<file path="config.mk">
export PLATFORM = sky130hd
export DESIGN_NAME = life_cell_gen
export DESIGN_NICKNAME = d
export VERILOG_FILES = /design/src/rtl/life_pkg.sv /design/src/rtl/adder_n.sv /design/src/rtl/neighbor_popcount8.sv /design/src/rtl/life_cell_gen.sv
export SDC_FILE = /design/constraint.sdc
export NUM_CORES = 1
export LEC_CHECK = 0
export CAP_MARGIN = 15
export CORE_MARGIN = 4
export CORE_UTILIZATION = 27
export DETAILED_ROUTE_END_ITERATION = 12
export GPL_TIMING_DRIVEN = 0
export MAX_ROUTING_LAYER = met4
export PLACE_DENSITY = 0.67
export SLEW_MARGIN = 40
export SYNTH_ARGS = -nofsm -noshare
export SYNTH_HDL_FRONTEND = slang
export SYNTH_SLANG_ARGS = --single-unit
</file>
<file path="constraint.sdc">
create_clock -name clk -period 16.9 [get_ports clk]
set_input_delay 4.225 -clock clk [delete_from_list [all_inputs] [get_ports clk]]
set_output_delay 4.225 -clock clk [all_outputs]
set_load 0.01 [all_outputs]
</file>
<file path="src/rtl/life_pkg.sv">
// rtl/life_pkg.sv - shared phase constants, count type and rule presets for life cells
package life_pkg;

  localparam int PH_DEAD  = 0;
  localparam int PH_ALIVE = 1;

  typedef logic [3:0] count_t;

  localparam logic [8:0] CONWAY_B       = 9'b0_0000_1000;
  localparam logic [8:0] CONWAY_S       = 9'b0_0000_1100;
  localparam logic [8:0] BRIANS_BRAIN_B = 9'b0_0000_0100;
  localparam logic [8:0] BRIANS_BRAIN_S = 9'b0_0000_0000;

endpackage

</file>
<file path="src/rtl/adder_n.sv">
// rtl/adder_n.sv - unsigned W-bit adder with carry-out folded into a W+1 bit sum
module adder_n #(
  parameter int W = 1
) (
  input  logic [W-1:0] a_i,
  input  logic [W-1:0] b_i,
  output logic [W:0]   sum_o
);

  assign sum_o = {1'b0, a_i} + {1'b0, b_i};

endmodule

</file>
<file path="src/rtl/neighbor_popcount8.sv">
// rtl/neighbor_popcount8.sv - three-level adder tree counting set bits of an 8-bit vector
module neighbor_popcount8
  import life_pkg::*;
(
  input  logic [7:0] bits_i,
  output count_t     count_o
);

  logic [1:0] sum_l1 [4];
  logic [2:0] sum_l2 [2];

  // Level 1: pairs of single bits
  for (genvar g = 0; g < 4; g++) begin : g_l1
    adder_n #(.W(1)) u_add (
      .a_i   (bits_i[2*g]),
      .b_i   (bits_i[2*g+1]),
      .sum_o (sum_l1[g])
    );
  end

  // Level 2: pairs of 2-bit partial sums
  for (genvar g = 0; g < 2; g++) begin : g_l2
    adder_n #(.W(2)) u_add (
      .a_i   (sum_l1[2*g]),
      .b_i   (sum_l1[2*g+1]),
      .sum_o (sum_l2[g])
    );
  end

  // Level 3: final 3-bit partial sums give the 0..8 total
  adder_n #(.W(3)) u_add_l3 (
    .a_i   (sum_l2[0]),
    .b_i   (sum_l2[1]),
    .sum_o (count_o)
  );

endmodule

</file>
<file path="src/rtl/life_cell_gen.sv">
// rtl/life_cell_gen.sv - Generations-rule grid cell with refractory phases, age and event pulses
module life_cell_gen
  import life_pkg::*;
#(
  parameter  int NUM_STATES = 2,
  parameter  int AGE_W      = 8,
  localparam int PW         = $clog2(NUM_STATES)
) (
  input  logic             clk,
  input  logic             rst,
  input  logic             ena,
  input  logic             load,
  input  logic             state_0,
  input  logic [8:0]       rule_birth,
  input  logic [8:0]       rule_survive,
  input  logic [7:0]       neighbors,
  output logic             state_d,
  output logic             state_q,
  output logic [PW-1:0]    phase_q,
  output logic [AGE_W-1:0] age_q,
  output logic             born,
  output logic             died
);

  if (NUM_STATES < 2 || NUM_STATES > 16) begin : g_bad_states
    $error("life_cell_gen: NUM_STATES must be in 2..16");
  end
  if (AGE_W < 1) begin : g_bad_age
    $error("life_cell_gen: AGE_W must be at least 1");
  end

  localparam logic [PW-1:0]    P_DEAD    = PW'(PH_DEAD);
  localparam logic [PW-1:0]    P_ALIVE   = PW'(PH_ALIVE);
  localparam logic [PW-1:0]    P_LAST    = PW'(NUM_STATES - 1);
  // With only two phases a failing ALIVE cell drops straight to DEAD.
  localparam logic [PW-1:0]    P_DYING0  = (NUM_STATES > 2) ? PW'(2) : P_DEAD;
  localparam logic [AGE_W-1:0] AGE_MAX   = {AGE_W{1'b1}};

  count_t           count;
  logic [PW-1:0]    step_phase;
  logic [AGE_W-1:0] step_age;
  logic             step_born;
  logic             step_died;

  logic [PW-1:0]    phase_d;
  logic [AGE_W-1:0] age_d;
  logic             born_d;
  logic             died_d;
  logic             born_q;
  logic             died_q;

  neighbor_popcount8 u_popcount (
    .bits_i  (neighbors),
    .count_o (count)
  );

  // Next phase/age/events as if this edge were an enabled step, then load/ena arbitration
  always_comb begin
    step_phase = phase_q;
    step_age   = age_q;
    step_born  = 1'b0;
    step_died  = 1'b0;

    if (phase_q == P_DEAD) begin
      if (rule_birth[count]) begin
        step_phase = P_ALIVE;
        step_age   = '0;
        step_born  = 1'b1;
      end
    end else if (phase_q == P_ALIVE) begin
      if (rule_survive[count]) begin
        step_age = (age_q == AGE_MAX) ? AGE_MAX : age_q + AGE_W'(1);
      end else begin
        step_phase = P_DYING0;
        step_age   = '0;
        step_died  = 1'b1;
      end
    end else begin
      // Refractory phases ignore neighbours; out-of-range encodings also fall back to DEAD.
      step_phase = (phase_q >= P_LAST) ? P_DEAD : phase_q + PW'(1);
    end

    state_d = (step_phase == P_ALIVE);

    phase_d = phase_q;
    age_d   = age_q;
    born_d  = 1'b0;
    died_d  = 1'b0;
    if (load) begin
      phase_d = state_0 ? P_ALIVE : P_DEAD;
      age_d   = '0;
    end else if (ena) begin
      phase_d = step_phase;
      age_d   = step_age;
      born_d  = step_born;
      died_d  = step_died;
    end
  end

  // Cell registers; reset clears everything without waiting for a clock
  always_ff @(posedge clk or posedge rst) begin
    if (rst) begin
      phase_q <= P_DEAD;
      age_q   <= '0;
      born_q  <= 1'b0;
      died_q  <= 1'b0;
    end else begin
      phase_q <= phase_d;
      age_q   <= age_d;
      born_q  <= born_d;
      died_q  <= died_d;
    end
  end

  assign state_q = (phase_q == P_ALIVE);
  assign born    = born_q;
  assign died    = died_q;

endmodule

</file>
==> results.tsv, run 1 <==
metric	value	unit
final net count	188	
R2R setup slack	15410	ps
total power draw	138.0	uW
DP HPWL	2164	um
Net Count, Synth	140	
crit path DAT	8640	ps
Final Critical Period	12860	ps
Post-Syn Area	998.5	um^2
post-synthesis sequential area ratio	27.57	%
VDD IR-drop max	0.03525	mV
H-tree levels	1	
number of global-route vias before repair	999	
startpoint types	primary input	
Post-CTS Repair Setup Buffers	0	
worst-case clock buffer depth	2	
EDFF count, synth	0	
Crit Path Class	primary input to output pin	
routed vias/inst	4.825	
clock-pin slew on the worst setup and hold paths	50	ps
RSZ-0062 raised after global routing	no	
setup ws final	4038	ps
Initial DRT Pass Iterations	4	
R2R Path Start	age_q[0]$_DFFE_PP0P_	
register bit total from synthesis	11	
max-slew violations	0	
Critical Path RT	12680	ps
Final Util	44.49	%
HP Start	age_q[1]$_DFFE_PP0P_	
Sink Count	11	
Synth top cells by count	inv_1 (16), a21oi_1 (11), dfrtp_1 (11), nand2_1 (6), nor2_1 (6)	
CTS resizes	0	
DP Worst Slack	4031	ps
outcome	complete, no violations	
Syn Inst Count	101	
CP max FO	6	
Synth Flop Type	dfrtp_1	
setup_tns	0	ps
first-pass GRT wire length	4416	um
Starting DRT DRC Count	19	
# port buffers	43	
largest net degree at the start of global routing	12	
Clock Root Buffer	clkbuf_8	
Yosys top cell by area	dfrtp_1	
Ys Warns	0	
Hold WC Path Type	flip-flop to flip-flop	
RePlAce Congestion	0.7779	
drt wl/cell	13.09	um
Total Wirelength	2539	um
Skew-Pair Late Insertion Delay	240	ps
Tightest Pin Transition	429.8	ps
Cell variety after synth	37	
Layout Skew	1.546	ps
routed vias	936	
Hold Buf Count CTS	0	
max_cap viols	0	
drt drc	0	
Avg Cell Area, Syn	9.886	um^2
Worst Setup SP	neighbors[0]	
ANT cells	0	
P_leak	0.6464	nW
initial antenna violation count	0	
chip height	68.81	um
IO Count	44	
CTS Buf Count	3	
relative slew slack	71.31	%
Hold WS	563.6	ps
layout cells sized above 1	9.459	%
top-count cell post-synth	inv_1	
Final ANT Viol Nets	0	
Synth area leaders	dfrtp_1 (28%), fa_1 (8.0%), inv_1 (6.0%), a21oi_1 (5.5%), mux4_1 (5.3%)	
Starting Density	29.01	%
CP endpoint kind	output pin	
cell row count	21	
max frequency	77.75	MHz
GRT Residual Overflow	0	
final setup violating endpoints	0	
synth-to-layout area growth	53.38	%
async set-reset flop share out of synthesis	100.0	%
Final Hold Fails	0	
die width	68.81	um
core area	3442	um^2
Final Cycle Share	76.11	%
Die ar.	4735	um^2
power per cell area	90.09	nW/um^2
Global Route Usage Sum	12.69	%
Synth top area share	27.57	%
CTS tree	yes	
-- placed cells by master (no fill, tap or decap), types with 2 or more instances in the layout --
| cell type | synthesis | final |
|---|---|---|
| a21oi_1 | 11 | 11 |
| a41oi_1 | 2 | 2 |
| and3_1 | 4 | 4 |
| buf_6 | 2 | 2 |
| clkbuf_8 | 0 | 3 |
| clkdlybuf4s50_1 | 0 | 43 |
| dfrtp_1 | 11 | 11 |
| fa_1 | 4 | 4 |
| ha_1 | 4 | 4 |
| inv_1 | 16 | 16 |
| mux2_4 | 2 | 2 |
| mux4_1 | 2 | 2 |
| mux4_2 | 2 | 2 |
| nand2_1 | 6 | 6 |
| nand3_1 | 2 | 2 |
| nor2_1 | 6 | 6 |
| o211ai_1 | 3 | 3 |
| o21ai_0 | 2 | 2 |
| o21ai_1 | 2 | 2 |
-- layer usage --
metal	vias to the layer above	track usage [%]	part of all wire [%]
li1	467	-	-
met1	433	15.37	44
met2	32	21.57	50
met3	4	3.241	5.5
met4	0	2.190	0.98
met5	-	-	0
-- final timing paths --
| path | to | depth (start not counted) |
|---|---|---|
| setup / recovery | state_d | 14 |
| hold / removal | age_q[1]$_DFFE_PP0P_ | 2 |
| setup reg to reg | age_q[0]$_DFFE_PP0P_ | 5 |
| hold reg to reg | age_q[1]$_DFFE_PP0P_ | 2 |
| max in group asynchronous | age_q[5]$_DFFE_PP0P_ | 2 |
| min in group asynchronous | age_q[2]$_DFFE_PP0P_ | 2 |
-- cell families (layout without fill, tap and decap cells) --
kind of cell,after synthesis,after routing,synth area share [%]
AO/OA/AOI/OAI,29,29,21.93
XOR/XNOR,2,2,1.755
adder cells (fa/ha/maj),8,8,13.03
buffers and inverters,19,66,9.023
flip-flops,11,11,27.57
multiplexers,6,6,12.78
AND/OR/NAND/NOR,26,26,13.91
-- report_power, final --
part	leakage (nW)	switching [mW]	internal, mW	total [mW]
Clock	0.0228	0.00937	0.0165	0.0259
Sequential	0.150	0.00327	0.0288	0.0321
Combinational	0.474	0.0353	0.0447	0.0800
-- layout make-up --
cell class / instances / area [um^2]
fill: 341 / 1911
tap: 46 / 57.56
sequential: 11 / 275.3
timing repair buffer: 43 / 430.4
inverter: 16 / 60.06
buffer: 3 / 30.03
clock buffer: 4 / 45.04
multi-input combinational: 71 / 633.1
-- worst max-delay path, cell delays in order --
cell and delay [ps]:
clkdlybuf4s50_1 450, inv_1 50, fa_1 550, fa_1 430, fa_1 490, inv_1 40
ha_1 200, fa_1 630, mux4_2 330, mux2_4 300, o21ai_1 170, nor2_1 70
or2_1 220, clkdlybuf4s50_1 470
-- through the flow --
step | instance area, um^2 | std cells
final | 1531 | 194
after global routing | 1531 | 194
after CTS | 1531 | 194
after detailed placement | 1486 | 190
after global placement | 1486 | 190
after floorplan | 998.5 | 101
-- flip-flops by register name, summed over array words and instances (netlist names) --
register	cells
died	1
born	1
age_q	8
phase_q	1
Note: power is estimated with default switching activity, not from simulation.
==> inputs of run 2 (changes only) <==
==> constraint.sdc (replaced) <==
create_clock -name clk -period 13.07 [get_ports clk]
set_input_delay 3.2675 -clock clk [delete_from_list [all_inputs] [get_ports clk]]
set_output_delay 3.2675 -clock clk [all_outputs]
set_load 0.01 [all_outputs]
==> results of run 2 <==
The final DEF is identical to that of run 1. Status: complete, no violations.
Among the figures that moved: setup slack after placement 4031 ps -> 2116 ps; setup slack after layout 4038 ps -> 2123 ps; register-to-register setup slack 15410 ps -> 11580 ps; total power 0.1380 mW -> 0.1784 mW; worst IR drop on VDD 0.03525 mV -> 0.04558 mV
